## src/rtl/lcd1602_receiver.sv

```systemverilog
// lcd1602_receiver: write-only HD44780-style bus slave mirroring a 2x16 DDRAM.
// Define LCD1602_RECEIVER_CGRAM_EN to implement the readable 64x5 CGRAM.
module lcd1602_receiver #(
   parameter int SYNC_STAGES  = 2,
   parameter int CLEAR_CYCLES = 32
) (
   input  logic       clk,
   input  logic       reset,
   input  logic       rs,
   input  logic       rw,
   input  logic       enable,
   input  logic [7:0] data,
   input  logic [4:0] rd_addr,
   output logic [7:0] rd_char,
   input  logic [5:0] cg_rd_addr,
   output logic [4:0] cg_rd_data,
   output logic [6:0] cursor_addr,
   output logic       disp_on,
   output logic       cursor_on,
   output logic       blink_on,
   output logic       two_line,
   output logic       mode_8bit,
   output logic       busy,
   output logic       overrun_err,
   output logic       protocol_err
);
   localparam int CNT_W = (CLEAR_CYCLES > 32) ? $clog2(CLEAR_CYCLES) : 5;
   typedef enum logic [1:0] {IDLE, FILL, DONE} state_t;

   logic [SYNC_STAGES-1:0][10:0] sync_q, sync_d;
   logic [10:0]      sync_out;
   logic             en_prev_q, en_prev_d;
   logic             txn_vld_q, txn_vld_d, txn_rs_q, txn_rs_d, txn_rw_q, txn_rw_d;
   logic [7:0]       txn_data_q, txn_data_d;
   state_t           state_q, state_d;
   logic [CNT_W-1:0] fill_cnt_q, fill_cnt_d;
   logic [6:0]       ac_q, ac_d;
   logic [5:0]       cga_q, cga_d;
   logic             id_q, id_d, sel_cg_q, sel_cg_d;
   logic             disp_q, disp_d, cur_q, cur_d, blink_q, blink_d;
   logic             two_q, two_d, m8_q, m8_d, ovr_q, ovr_d, prot_q, prot_d;
   logic [7:0]       rd_char_q, rd_char_d;
   logic [7:0]       ddram_q [32];
   logic             dd_we, cg_we;
   logic [4:0]       dd_waddr, cg_wdata;
   logic [7:0]       dd_wdata;
   logic [5:0]       cg_waddr;

   // DDRAM address ring: line 0 is 0x00-0x0F, line 1 is 0x40-0x4F
   function automatic logic [6:0] ac_step(input logic [6:0] a, input logic up);
      logic [6:0] r;
      if (up) r = (a == 7'h0F) ? 7'h40 : (a == 7'h4F) ? 7'h00 : a + 7'd1;
      else    r = (a == 7'h00) ? 7'h4F : (a == 7'h40) ? 7'h0F : a - 7'd1;
      return r;
   endfunction

   assign sync_out = sync_q[SYNC_STAGES-1];
   assign busy     = (state_q != IDLE);

   always_comb begin
      sync_d     = {sync_q[SYNC_STAGES-2:0], {rs, rw, enable, data}};
      en_prev_d  = sync_out[8];
      txn_vld_d  = en_prev_q & ~sync_out[8];
      txn_rs_d   = sync_out[10];
      txn_rw_d   = sync_out[9];
      txn_data_d = sync_out[7:0];
      rd_char_d  = ddram_q[rd_addr];
   end

   always_comb begin
      state_d = state_q;   fill_cnt_d = fill_cnt_q;
      ac_d = ac_q;         cga_d = cga_q;       id_d = id_q;     sel_cg_d = sel_cg_q;
      disp_d = disp_q;     cur_d = cur_q;       blink_d = blink_q;
      two_d = two_q;       m8_d = m8_q;         ovr_d = ovr_q;   prot_d = prot_q;
      dd_we = 1'b0;        dd_waddr = {ac_q[6], ac_q[3:0]};   dd_wdata = txn_data_q;
      cg_we = 1'b0;        cg_waddr = cga_q;    cg_wdata = txn_data_q[4:0];
      case (state_q)
         FILL: begin
            dd_we      = 1'b1;
            dd_waddr   = fill_cnt_q[4:0];
            dd_wdata   = 8'h20;
            fill_cnt_d = fill_cnt_q + CNT_W'(1);
            if (fill_cnt_q == CNT_W'(CLEAR_CYCLES - 1)) state_d = DONE;
         end
         DONE: begin
            ac_d = 7'h00; id_d = 1'b1; sel_cg_d = 1'b0; state_d = IDLE;
         end
         default: ;
      endcase
      if (txn_vld_q) begin
         if (busy) ovr_d = 1'b1;
         else if (txn_rw_q) prot_d = 1'b1;
         else if (txn_rs_q) begin
            if (sel_cg_q) begin
               cg_we = 1'b1;
               cga_d = id_q ? cga_q + 6'd1 : cga_q - 6'd1;
            end else begin
               dd_we = 1'b1;
               ac_d  = ac_step(ac_q, id_q);
            end
         end else begin
            casez (txn_data_q)
               8'b1???????: begin
                  // only 0x00-0x0F and 0x40-0x4F map onto the 2x16 window
                  if (txn_data_q[5:4] == 2'b00) begin
                     ac_d = txn_data_q[6:0]; sel_cg_d = 1'b0;
                  end else prot_d = 1'b1;
               end
               8'b01??????: begin cga_d = txn_data_q[5:0]; sel_cg_d = 1'b1; end
               8'b001?????: begin m8_d = txn_data_q[4]; two_d = txn_data_q[3]; end
               8'b0001????: ac_d = ac_step(ac_q, txn_data_q[2]);
               8'b00001???: begin
                  disp_d = txn_data_q[2]; cur_d = txn_data_q[1]; blink_d = txn_data_q[0];
               end
               8'b000001??: id_d = txn_data_q[1];
               8'b0000001?: ac_d = 7'h00;
               8'b00000001: begin state_d = FILL; fill_cnt_d = '0; end
               default: ;
            endcase
         end
      end
   end

   always_ff @(posedge clk or posedge reset) begin
      if (reset) begin
         sync_q <= '0;     en_prev_q <= 1'b0;
         txn_vld_q <= 1'b0; txn_rs_q <= 1'b0; txn_rw_q <= 1'b0; txn_data_q <= '0;
         state_q <= FILL;  fill_cnt_q <= '0;
         ac_q <= '0;       cga_q <= '0;       id_q <= 1'b1;    sel_cg_q <= 1'b0;
         disp_q <= 1'b0;   cur_q <= 1'b0;     blink_q <= 1'b0;
         two_q <= 1'b0;    m8_q <= 1'b1;      ovr_q <= 1'b0;   prot_q <= 1'b0;
         rd_char_q <= '0;
      end else begin
         sync_q <= sync_d; en_prev_q <= en_prev_d;
         txn_vld_q <= txn_vld_d; txn_rs_q <= txn_rs_d; txn_rw_q <= txn_rw_d;
         txn_data_q <= txn_data_d;
         state_q <= state_d; fill_cnt_q <= fill_cnt_d;
         ac_q <= ac_d;     cga_q <= cga_d;    id_q <= id_d;    sel_cg_q <= sel_cg_d;
         disp_q <= disp_d; cur_q <= cur_d;    blink_q <= blink_d;
         two_q <= two_d;   m8_q <= m8_d;      ovr_q <= ovr_d;  prot_q <= prot_d;
         rd_char_q <= rd_char_d;
      end
   end

   always_ff @(posedge clk) begin
      if (dd_we) ddram_q[dd_waddr] <= dd_wdata;
   end

`ifdef LCD1602_RECEIVER_CGRAM_EN
   logic [4:0] cgram_q [64];
   logic [4:0] cg_rd_data_q, cg_rd_data_d;

   assign cg_rd_data_d = cgram_q[cg_rd_addr];

   always_ff @(posedge clk) begin
      if (cg_we) cgram_q[cg_waddr] <= cg_wdata;
   end

   always_ff @(posedge clk or posedge reset) begin
      if (reset) cg_rd_data_q <= '0;
      else       cg_rd_data_q <= cg_rd_data_d;
   end

   assign cg_rd_data = cg_rd_data_q;
`else
   logic unused_cg;
   assign unused_cg  = ^{cg_we, cg_waddr, cg_wdata, cg_rd_addr};
   assign cg_rd_data = '0;
`endif

   assign rd_char      = rd_char_q;
   assign cursor_addr  = ac_q;
   assign disp_on      = disp_q;
   assign cursor_on    = cur_q;
   assign blink_on     = blink_q;
   assign two_line     = two_q;
   assign mode_8bit    = m8_q;
   assign overrun_err  = ovr_q;
   assign protocol_err = prot_q;
endmodule

```

## config.mk

```make
export PLATFORM = sky130hd
export DESIGN_NAME = lcd1602_receiver
export DESIGN_NICKNAME = d
export VERILOG_FILES = /design/src/rtl/lcd1602_receiver.sv
export SDC_FILE = /design/constraint.sdc
export NUM_CORES = 1
export LEC_CHECK = 0
export BUFFER_PORTS_ARGS = -buffer_cell sky130_fd_sc_hd__buf_2
export CORE_MARGIN = 4
export CORE_UTILIZATION = 50
export DETAILED_ROUTE_END_ITERATION = 10
export PLACE_DENSITY_LB_ADDON = 0.08
export REMOVE_ABC_BUFFERS = 1
export SYNTH_ARGS = -nofsm -noshare
export SYNTH_HDL_FRONTEND = slang
export SYNTH_SLANG_ARGS = --single-unit
```

## constraint.sdc

```tcl
create_clock -name clk -period 2.9 [get_ports clk]
set_input_delay 0.58 -clock clk [delete_from_list [all_inputs] [get_ports clk]]
set_output_delay 0.58 -clock clk [all_outputs]
set_load 0.01 [all_outputs]
```

**Word-level counts from Yosys, hierarchy flattened**

Memories as Yosys holds them, arrays and structs flattened. A register that Yosys moved wholly into a read port is not among the register bits.
Index checks and enable logic that the tools add are counted.

- Flip-flop bits (word level): 57
- RAM bits: 256
- Bits of input ports: 24
- Output and inout port bits: 28
- Word-level logic and storage cells: 105
- Memories: 1

- Add/sub/neg operators: 3
- Equality and inequality tests: 15
- Muxes and demuxes: 54
- Bitwise logic cells: 5
- Reductions and logical operators: 8

Memory list:

| memory | depth | width | read ports | clocked after Yosys merged registers in | wr ports | line | source |
|---|---|---|---|---|---|---|---|
| ddram_q | 32 | 8 | 1 | 1 | 1 | 43 | `logic [7:0] ddram_q [32];` |

Operators with widths:

| kind | count |
|---|---|
| 2-to-1 mux 7 bit | 13 |
| 2-to-1 mux 5 bit | 7 |
| 2-to-1 mux 1 bit | 24 |
| case mux 7 bit (3 select lines) | 1 |
| AND reduction 5 bit | 3 |
| == test 7 bit (second input constant) | 2 |
| 2-to-1 mux 2 bit | 6 |
| == test 8 x 1 -> 1 bit (second input constant) | 1 |
| 2-to-1 mux 8 bit | 1 |
| adder 7 x 1 -> 7 bit (second input constant) | 1 |
| == test 7 x 1 -> 1 bit (second input constant) | 1 |
| == test 7 x 4 -> 1 bit (second input constant) | 1 |
| logical NOT 7 bit | 1 |
| subtractor 7 x 1 -> 7 bit (second input constant) | 1 |
| == test 6 x 1 -> 1 bit (second input constant) | 1 |
| adder 5 x 1 -> 5 bit (second input constant) | 1 |
| == test 5 x 1 -> 1 bit (second input constant) | 1 |
| == test 5 bit (second input constant) | 1 |
| == test 2 x 1 -> 1 bit (second input constant) | 2 |
| == test 4 x 1 -> 1 bit (second input constant) | 1 |
| inverter 1 bit | 4 |
| case mux 2 bit (2 select lines) | 1 |
| nonzero test 2 bit | 2 |
| == test 3 x 1 -> 1 bit (second input constant) | 1 |
| 7 further kinds | 7 |

**Longest topological paths before layout**

Gate-level depths: netlist of the first run.

- Word-level depth: 9
- Gate-level depth with buffers: 8
- Depth with buffers taken out: 7

**Worst setup path after synthesis of the first run**

No wires, ideal clock.

- Kind: reg2reg
- From: register state_q[1]
- To: memory ddram_q[0][2], data pin
- Library setup time: 0.359 ns
- Arrival time: 2.047 ns
- Data required time: 2.541 ns
- Path slack: 0.494 ns
- Cell stages (with the launch flop): 7
- Path buffers: 3
- Clock period less this slack: 2.406 ns
- Cell sequence: dfrtp_1 > inv_1 > ha_1 > clkbuf_1 > clkbuf_1 > clkbuf_1 > nor2b_1

- Longest elaborated chain between the ends: 2

Ends and longest elaborated chain:

| element | line | source |
|---|---|---|
| from (decl) | 35 | `state_t state_q, state_d;` |
| from (signal assigned) | 137 | `state_q <= state_d; fill_cnt_q <= fill_cnt_d;` |
| == test 2 x 1 -> 1 bit | 77 | `case (state_q)` |
| 2-to-1 mux 8 bit | 77 |  |
| named net dd_wdata[2] | 46 | `logic [7:0] dd_wdata;` |
| to (decl) | 43 |  |

The timed path passes the listed nets, and every way through them passes these cells.

**Worst setup path in the final report of the first run**

- From: register state_q[0]
- To: memory ddram_q[2][5] (enable)

- Longest elaborated chain between the ends: 9
- Elaborated cells between the ends (all ways): 11
- Classes of those cells: eq/ne (1); mux (9); reduce/logical (1)

Ends and longest elaborated chain:

| element | line | source |
|---|---|---|
| == test 2 x 1 -> 1 bit | 77 |  |
| 2-to-1 mux 1 bit | 77 |  |
| 2-to-1 mux 1 bit | 94 | `if (sel_cg_q) begin` |
| 2-to-1 mux 1 bit | 93 | `else if (txn_rs_q) begin` |
| 2-to-1 mux 1 bit | 92 | `else if (txn_rw_q) prot_d = 1'b1;` |
| 2-to-1 mux 1 bit | 91 | `if (busy) ovr_d = 1'b1;` |
| 2-to-1 mux 1 bit | 90 | `if (txn_vld_q) begin` |
| 2-to-1 mux 1 bit | 146 | `if (dd_we) ddram_q[dd_waddr] <= dd_wdata;` |
| 2-to-1 mux 1 bit (implied by the code) | 146 |  |

Several ways; a longest one is shown, not always the timed one.

==> qor.csv, run 1 <==
stage;metric;value;unit
setup_path;Worst path slowest cell;a31oi_1;
clock_tree;CTS tree;yes;
clock_tree;CTS Root Cell;clkbuf_16;
synthesis;cell with the most instances after synthesis;edfxtp_1;
clock_tree;PostCTS Resize Cnt;0;
clock_tree;CTS clk-pin slew, worst paths;60;ps
clock_tree;number of CTS-inserted buffers;34;
global_route;largest net degree at the start of global routing;65;
die;Die Height;169;um
flow_run;Max Cap Violations;0;
setup_path;required time worst endpoint;3150;ps
power;leakage power;5.15;nW
drt;metal2 WL;13.1;mm
min_path;worst hold path type;in -> async;
die;number of I/O pins;52;
global_route;initial antenna violation count;0;
synthesis;top cell type's share of synthesized area;59.6;%
synthesis;syn_area_per_cell;18.4;um^2
drt;First-pass DRT Iterations;5;
drt;via count;6652;
clock_tree;level count of the clock H-tree;2;
timing;Final Slew Violations;0;
power;Pwr per Cell Area;675;mW/mm^2
setup_path;Worst path top cell family by delay;compound AO/OA/AOI/OAI gates;
clock_tree;postcts setup bufs;0;
synthesis;post-synthesis register bit count;321;
setup_path;worst-path cell chain;inv_1 -> ha_1 -> nand4b_1 -> or2_2 -> nor4_1 -> a31oi_1 -> nor2_1 -> buf_4;
global_route;vias in the first global route;7080;
synthesis;sequential cell area fraction in the yosys report;72.3;%
timing;final hold viol count;0;
synthesis;post-synthesis cell type count;56;
setup_path;Crit Path Class;reg -> reg;
synthesis;area leader, netlist;edfxtp_1;
synthesis;Synth Cell Area;0.0129;mm^2
global_route;GRT overflow;0;
timing;RSZ-0062 raised after global routing;no;
power;clock share of power;40.5;%
power;Flop pwr share;51.7;%
final_layout;fin cells;1146;
die;DIE WIDTH;169;um
setup_path;critical path arrival;2960;ps
final_layout;Inserted Diodes;0;
timing;Final setup viols;0;
synthesis;Ys Warns;0;
timing;f_max;0.369;GHz
power;Combinational Power Share;7.8;%
power;sw frac;21.8;%
die;die area;0.0284;mm^2
placed_design;Port Buffer Count;40;
die;row cnt;58;
timing;setup_tns;0;ps
synthesis;Gate Count Post-Synth;700;
placed_design;Detailed Place HPWL;17.0;mm
setup_path;endpoint type of the worst setup path;flip-flop;
outcome;status;complete, no violations;
clock_tree;clk sink count;321;
final_layout;fraction of layout cells with a size suffix above 1;29.9;%
timing;Slew @ Worst Pin;1010;ps
power;Cell Int Power;0.00783;W
global_route;GRT Total Usage;19.1;%
synthesis;Synth top cells by count;edfxtp_1, mux4_2, dfrtp_1, nor2_1, nand2_1;
setup_path;type of origin of the critical path;flip-flop;
setup_path;crit path max fanout;8;
drt;drt wl/cell;23.2;um
drt;vias per inst;5.80;
placed_design;DP Cell Count;1085;
final_layout;area added between synthesis and finish;15.0;%
final_layout;nets@finish;823;
timing;clk_skew;11.6;ps
timing;slack of the critical path;187;ps
power;Psw;0.00218;W
timing;Max transition margin;32.3;%
drt;Met3 Wirelength;1.14;mm
global_route;first-pass GRT wire length;41.0;mm
clock_tree;worst-case clock buffer depth;3;
clock_tree;cts hold-fix bufs;0;
placed_design;Placement Setup Slack;206;ps
drt;met1 wire length;11.6;mm
synthesis;number of flops mapped to enable cells by yosys;256;
power;peak supply drop;0.396;mV
drt;Detail Route Antenna Nets;0;
synthesis;top cells by area, synth;edfxtp_1, mux4_2, dfrtp_1;
drt;highest routed layer;met4;
synthesis;asr flop ratio synth;20.2;%
setup_path;worst path bufs/invs;2;
drt;DR iter-0 viols;539;
timing;min cycle time layout;2710;ps
die;Starting Density;51.1;%
clock_tree;Clk Latency, worst-skew pair;500;ps
placed_design;Placer Congestion;0.951;
setup_path;crit-path max cell delay;760;ps
die;core outline area;0.0253;mm^2
drt;Detailed Route WL;26.5;mm
drt;DRC viols;0;
synthesis;top_reg_cell synth;edfxtp_1;
timing;period utilization;93.6;%
## worst reg2reg max path, delay by kind of cell (launching register included)
kind	cells	cell delay [ps]
buffers and inverters	2	300
AND/OR/NAND/NOR	4	600
flip-flops	1	540
adder cells (fa/ha/maj)	1	280
AO/OA/AOI/OAI	1	760
## layout make-up
class | count | area, um^2
Fill cell | 1915 | 10400
Sequential cell | 321 | 9320
Multi-Input combinational cell | 327 | 3350
Clock buffer | 51 | 988
Timing Repair Buffer | 92 | 631
Tap cell | 330 | 413
Clock inverter | 10 | 72.6
Inverter | 15 | 56.3
## cell families after synthesis
logic type      count (synthesis)  share of synthesized area [%]
compound gates                 71                           3.84
xor+xnor                        8                          0.543
fa+ha+maj                       8                          0.776
buf+inv                        56                           2.02
flops                         321                           72.3
mux                            96                           15.3
other cells                     1                         0.0291
simple gates                  139                           5.18
## power groups by stage
stage / Clock [W] / Combinational, W / Sequential [W]
4_1_cts: 0.00416 / 0.000796 / 0.00517
2_1_floorplan: 0 / 0.000482 / 0.00525
5_1_grt: 0.00437 / 0.000878 / 0.00518
3_3_place_gp: 0 / 0.000773 / 0.00526
3_5_place_dp: 0 / 0.000791 / 0.00526
6_report: 0.00405 / 0.000785 / 0.00517
## cell usage in the layout (no fill, tap or decap), types with 3 or more instances in the layout
| cell type | n |
|---|---|
| xnor2_1 | 4 |
| a32oi_1 | 3 |
| buf_2 | 39 |
| inv_1 | 14 |
| a31oi_1 | 5 |
| clkbuf_16 | 37 |
| dfrtp_1 | 62 |
| nor3_1 | 10 |
| clkbuf_1 | 13 |
| nor2_1 | 53 |
| nor2b_2 | 5 |
| mux4_2 | 80 |
| mux2i_1 | 3 |
| a21o_1 | 5 |
| clkinv_1 | 5 |
| and3_1 | 3 |
| o22ai_1 | 4 |
| nand3_1 | 5 |
| a211oi_1 | 5 |
| o21ai_0 | 13 |
| nand2_1 | 29 |
| nand3b_1 | 3 |
| buf_12 | 3 |
| nand4_1 | 4 |
| a211o_1 | 4 |
| conb_1 | 5 |
| o32ai_1 | 3 |
| edfxtp_1 | 256 |
| clkinv_2 | 3 |
| mux2_2 | 13 |
| a32o_1 | 3 |
| a21oi_1 | 11 |
| ha_1 | 8 |
| or2_2 | 3 |
| nor4_1 | 5 |
| dfstp_2 | 3 |
| o31ai_1 | 3 |
| xor2_1 | 4 |
| buf_4 | 50 |
## sequential cells by signal, indices dropped and copies added, names as in the netlist, 2 cells and up
| signal | cells |
|---|---|
| sync_out | 11 |
| ddram_q | 256 |
| state_q | 2 |
| sync_d | 11 |
| cursor_addr | 7 |
| txn_data_q | 8 |
| fill_cnt_q | 5 |
| rd_char | 8 |
## through the flow
stage / cell area [um^2] / hold WS, ps / util [%] / power (W)
floorplan: 12700 / 331 / - / 0.00573
global placement: 13800 / 332 / 54.5 / 0.00603
detailed placement: 13800 / 336 / 54.5 / 0.00605
CTS: 14800 / 165 / 58.7 / 0.0101
global route: 14800 / 164 / 58.7 / 0.0104
finish: 14800 / 162 / 58.7 / 0.0100
## metal layers
metal / global-route usage (%) / vias to the layer above
met5: 0 / -
met4: 5.89 / 0
met3: 3.18 / 46
met2: 31.7 / 168
met1: 26.4 / 3471
li1: - / 2967
## final timing paths
kind                             from            end  slack (ps)  cells after the start
hold reg to reg            sync_d[12]    sync_out[1]         340                      0
max in group asynchronous       reset     state_q[0]        1990                      3
setup / recovery           state_q[0]  ddram_q[2][5]         190                      8
min in group clk               enable     sync_d[19]         190                      1
hold / removal                  reset     sync_d[13]         160                      2
setup reg to reg           state_q[0]  ddram_q[2][5]         190                      8
Power figures use the tool's default switching activity.
==> run 2, diff against run 1 <==
--- a/config.mk
+++ b/config.mk
@@ -6,6 +6,8 @@
 export NUM_CORES = 1
 export LEC_CHECK = 0
 export BUFFER_PORTS_ARGS = -buffer_cell sky130_fd_sc_hd__buf_2
+export CELL_PAD_IN_SITES_DETAIL_PLACEMENT = 0
+export CELL_PAD_IN_SITES_GLOBAL_PLACEMENT = 1
 export CORE_MARGIN = 4
 export CORE_UTILIZATION = 50
 export DETAILED_ROUTE_END_ITERATION = 10
==> constraint.sdc (replaced) <==
create_clock -name clk -period 2.9 [get_ports clk]
set_input_delay 0.29 -clock clk [delete_from_list [all_inputs] [get_ports clk]]
set_output_delay 0.29 -clock clk [all_outputs]
set_load 0.01 [all_outputs]
==> run 2 against run 1 <==
Maximum frequency decreased by 0.70%. Count of clock-buffer cells in the layout is 7 lower. Worst hold slack better by 41 ps. Sequential power about the same. Via count down 1.8%. Non-clock buffer count up 9. Cell count hardly changed. Sequential cell count unchanged. Critical path type unchanged.
==> qor.csv, run 2 (synthesis gave the netlist of run 1 again) <==
stage;metric;value;unit
outcome;status;complete, no violations;
placed_design;Port Buffer Count;40;
power;Pwr per Cell Area;673;mW/mm^2
clock_tree;CTS tree;yes;
clock_tree;level count of the clock H-tree;2;
final_layout;flip-flop count of the largest register after layout;256;
final_layout;Finished Core Util;59.1;%
clock_tree;postcts setup bufs;0;
final_layout;area added between synthesis and finish;15.8;%
min_path;worst hold path type;in -> reg;
die;DIE WIDTH;169;um
die;number of I/O pins;52;
placed_design;Placer Congestion;0.831;
die;die area;0.0284;mm^2
timing;final hold viol count;0;
setup_path;RR Endpoint;ddram_q[0][5];
final_layout;nets@finish;832;
power;peak supply drop;0.547;mV
global_route;most used routing layer;met2;
timing;period utilization;94.2;%
timing;Max transition margin;20.2;%
clock_tree;number of CTS-inserted buffers;34;
die;row cnt;58;
drt;Detail Route Antenna Nets;0;
timing;RSZ-0062 raised after global routing;no;
clock_tree;clk sink count;321;
final_layout;fraction of layout cells with a size suffix above 1;30.0;%
drt;First-pass DRT Iterations;5;
global_route;met3 Use GR;2.99;%
final_layout;commonest non-fill, non-tap cell in the layout;edfxtp_1;
setup_path;critical path arrival;2980;ps
final_layout;Largest Register;ddram_q;
global_route;GRT Total Usage;18.8;%
timing;clk_skew;16.5;ps
flow_run;Max Cap Violations;0;
clock_tree;worst-case clock buffer depth;3;
min_path;Hold Path Sink;rd_char[2];
drt;DR iter-0 viols;460;
final_layout;fin cells;1147;
setup_path;worst r2r src;state_q[0];
drt;drt wl/cell;22.6;um
timing;min cycle time layout;2730;ps
setup_path;cells on worst reg2reg path;8;
power;leakage power;5.19;nW
placed_design;Detailed Place HPWL;16.9;mm
global_route;first-pass GRT wire length;40.6;mm
clock_tree;Clk Latency, worst-skew pair;500;ps
clock_tree;CTS Root Cell;clkbuf_16;
placed_design;DP Cell Count;1082;
die;Die Height;169;um
timing;f_max;0.366;GHz
drt;DRC viols;0;
min_path;min-delay src;rd_addr[2];
setup_path;type of origin of the critical path;flip-flop;
timing;Slew @ Worst Pin;1190;ps
setup_path;Crit Path Class;reg -> reg;
drt;via count;6529;
clock_tree;CTS clk-pin slew, worst paths;60;ps
setup_path;endpoint type of the worst setup path;flip-flop;
global_route;initial antenna violation count;0;
final_layout;most frequent cells in the layout;edfxtp_1, mux4_2, dfrtp_1;
drt;vias per inst;5.69;
global_route;GRT overflow;0;
die;Starting Density;51.1;%
setup_path;crit path max fanout;8;
setup_path;FF-to-FF setup slack;170;ps
die;core outline area;0.0253;mm^2
timing;Final Slew Violations;0;
min_path;Worst Hold Path Cells;2;
global_route;largest net degree at the start of global routing;66;
global_route;vias in the first global route;6874;
final_layout;Inserted Diodes;0;
timing;setup_tns;0;ps
drt;Detailed Route WL;25.9;mm
global_route;met1 Track Usage GR;26.4;%
global_route;routing usage on met2;31.3;%
setup_path;required time worst endpoint;3150;ps
timing;Final setup viols;0;
[run 2: cell types whose count changed in the layout (fill, tap and decap cells not counted), moves of 2 or more]
cell / change
dlygate4sd3_1: +12
clkinv_1: -3
clkbuf_4: +2
clkbuf_1: -8
buf_4: -4
[run 2: timing repair]
item	in CTS	in global routing
hold endpoints to repair	73	0
hold buffers	12	0
gates resized for setup	0	1
endpoints found under the setup margin	0	24
[run 2: worst max-delay path by stage]
stage               startpoint              to  slack (ps)  cells after the start
CTS                 state_q[0]  ddram_q[31][3]         150                      8
finish              state_q[0]   ddram_q[0][5]         170                      8
detailed placement  state_q[0]   ddram_q[7][3]         170                      8
global placement    state_q[0]   ddram_q[3][2]         200                      8
global route        state_q[0]  ddram_q[28][3]           6                      8
floorplan           state_q[0]   ddram_q[2][0]         320                      5
[run 2: worst max-delay path, stage by stage, from the launching register on]
cell,delay (ps)
dfstp_2,540
inv_1,70
ha_1,280
nand4b_1,140
or2_2,170
nor4_1,60
a31oi_1,880
nor2_1,130
buf_4,230
[run 2: layout make-up]
class	instances	area, um^2
multi-input combinational	327	3350
clock buffer	44	948
tap	330	413
timing repair buffer	101	741
fill	1881	10300
clock inverter	9	98.8
sequential	321	9320
inverter	15	56.3
[run 2: stage by stage]
step           setup WS (ps)  hold WS [ps]  instance area (um^2)  power (W)
6_report                 168           203                 14900     0.0100
5_1_grt                 6.00           197                 14900     0.0105
4_1_cts                  150           169                 14900     0.0102
3_5_place_dp             167           335                 13800    0.00607
3_3_place_gp             201           333                 13800    0.00605
2_1_floorplan            323           321                 12700    0.00573
[run 2: routing by layer]
layer | routed length (um) | up-vias
met2 | 13100 | 192
met1 | 11200 | 3323
met3 | 1150 | 37
met4 | 489 | 0
li1 | - | 2977
met5 | 0 | -
[run 2: report_power, final]
group	internal, W	total, W	switching [W]	leakage [nW]
combinational	0.000345	0.000809	0.000464	1.59
sequential	0.00505	0.00518	0.000122	3.08
clock	0.00247	0.00406	0.00159	0.514
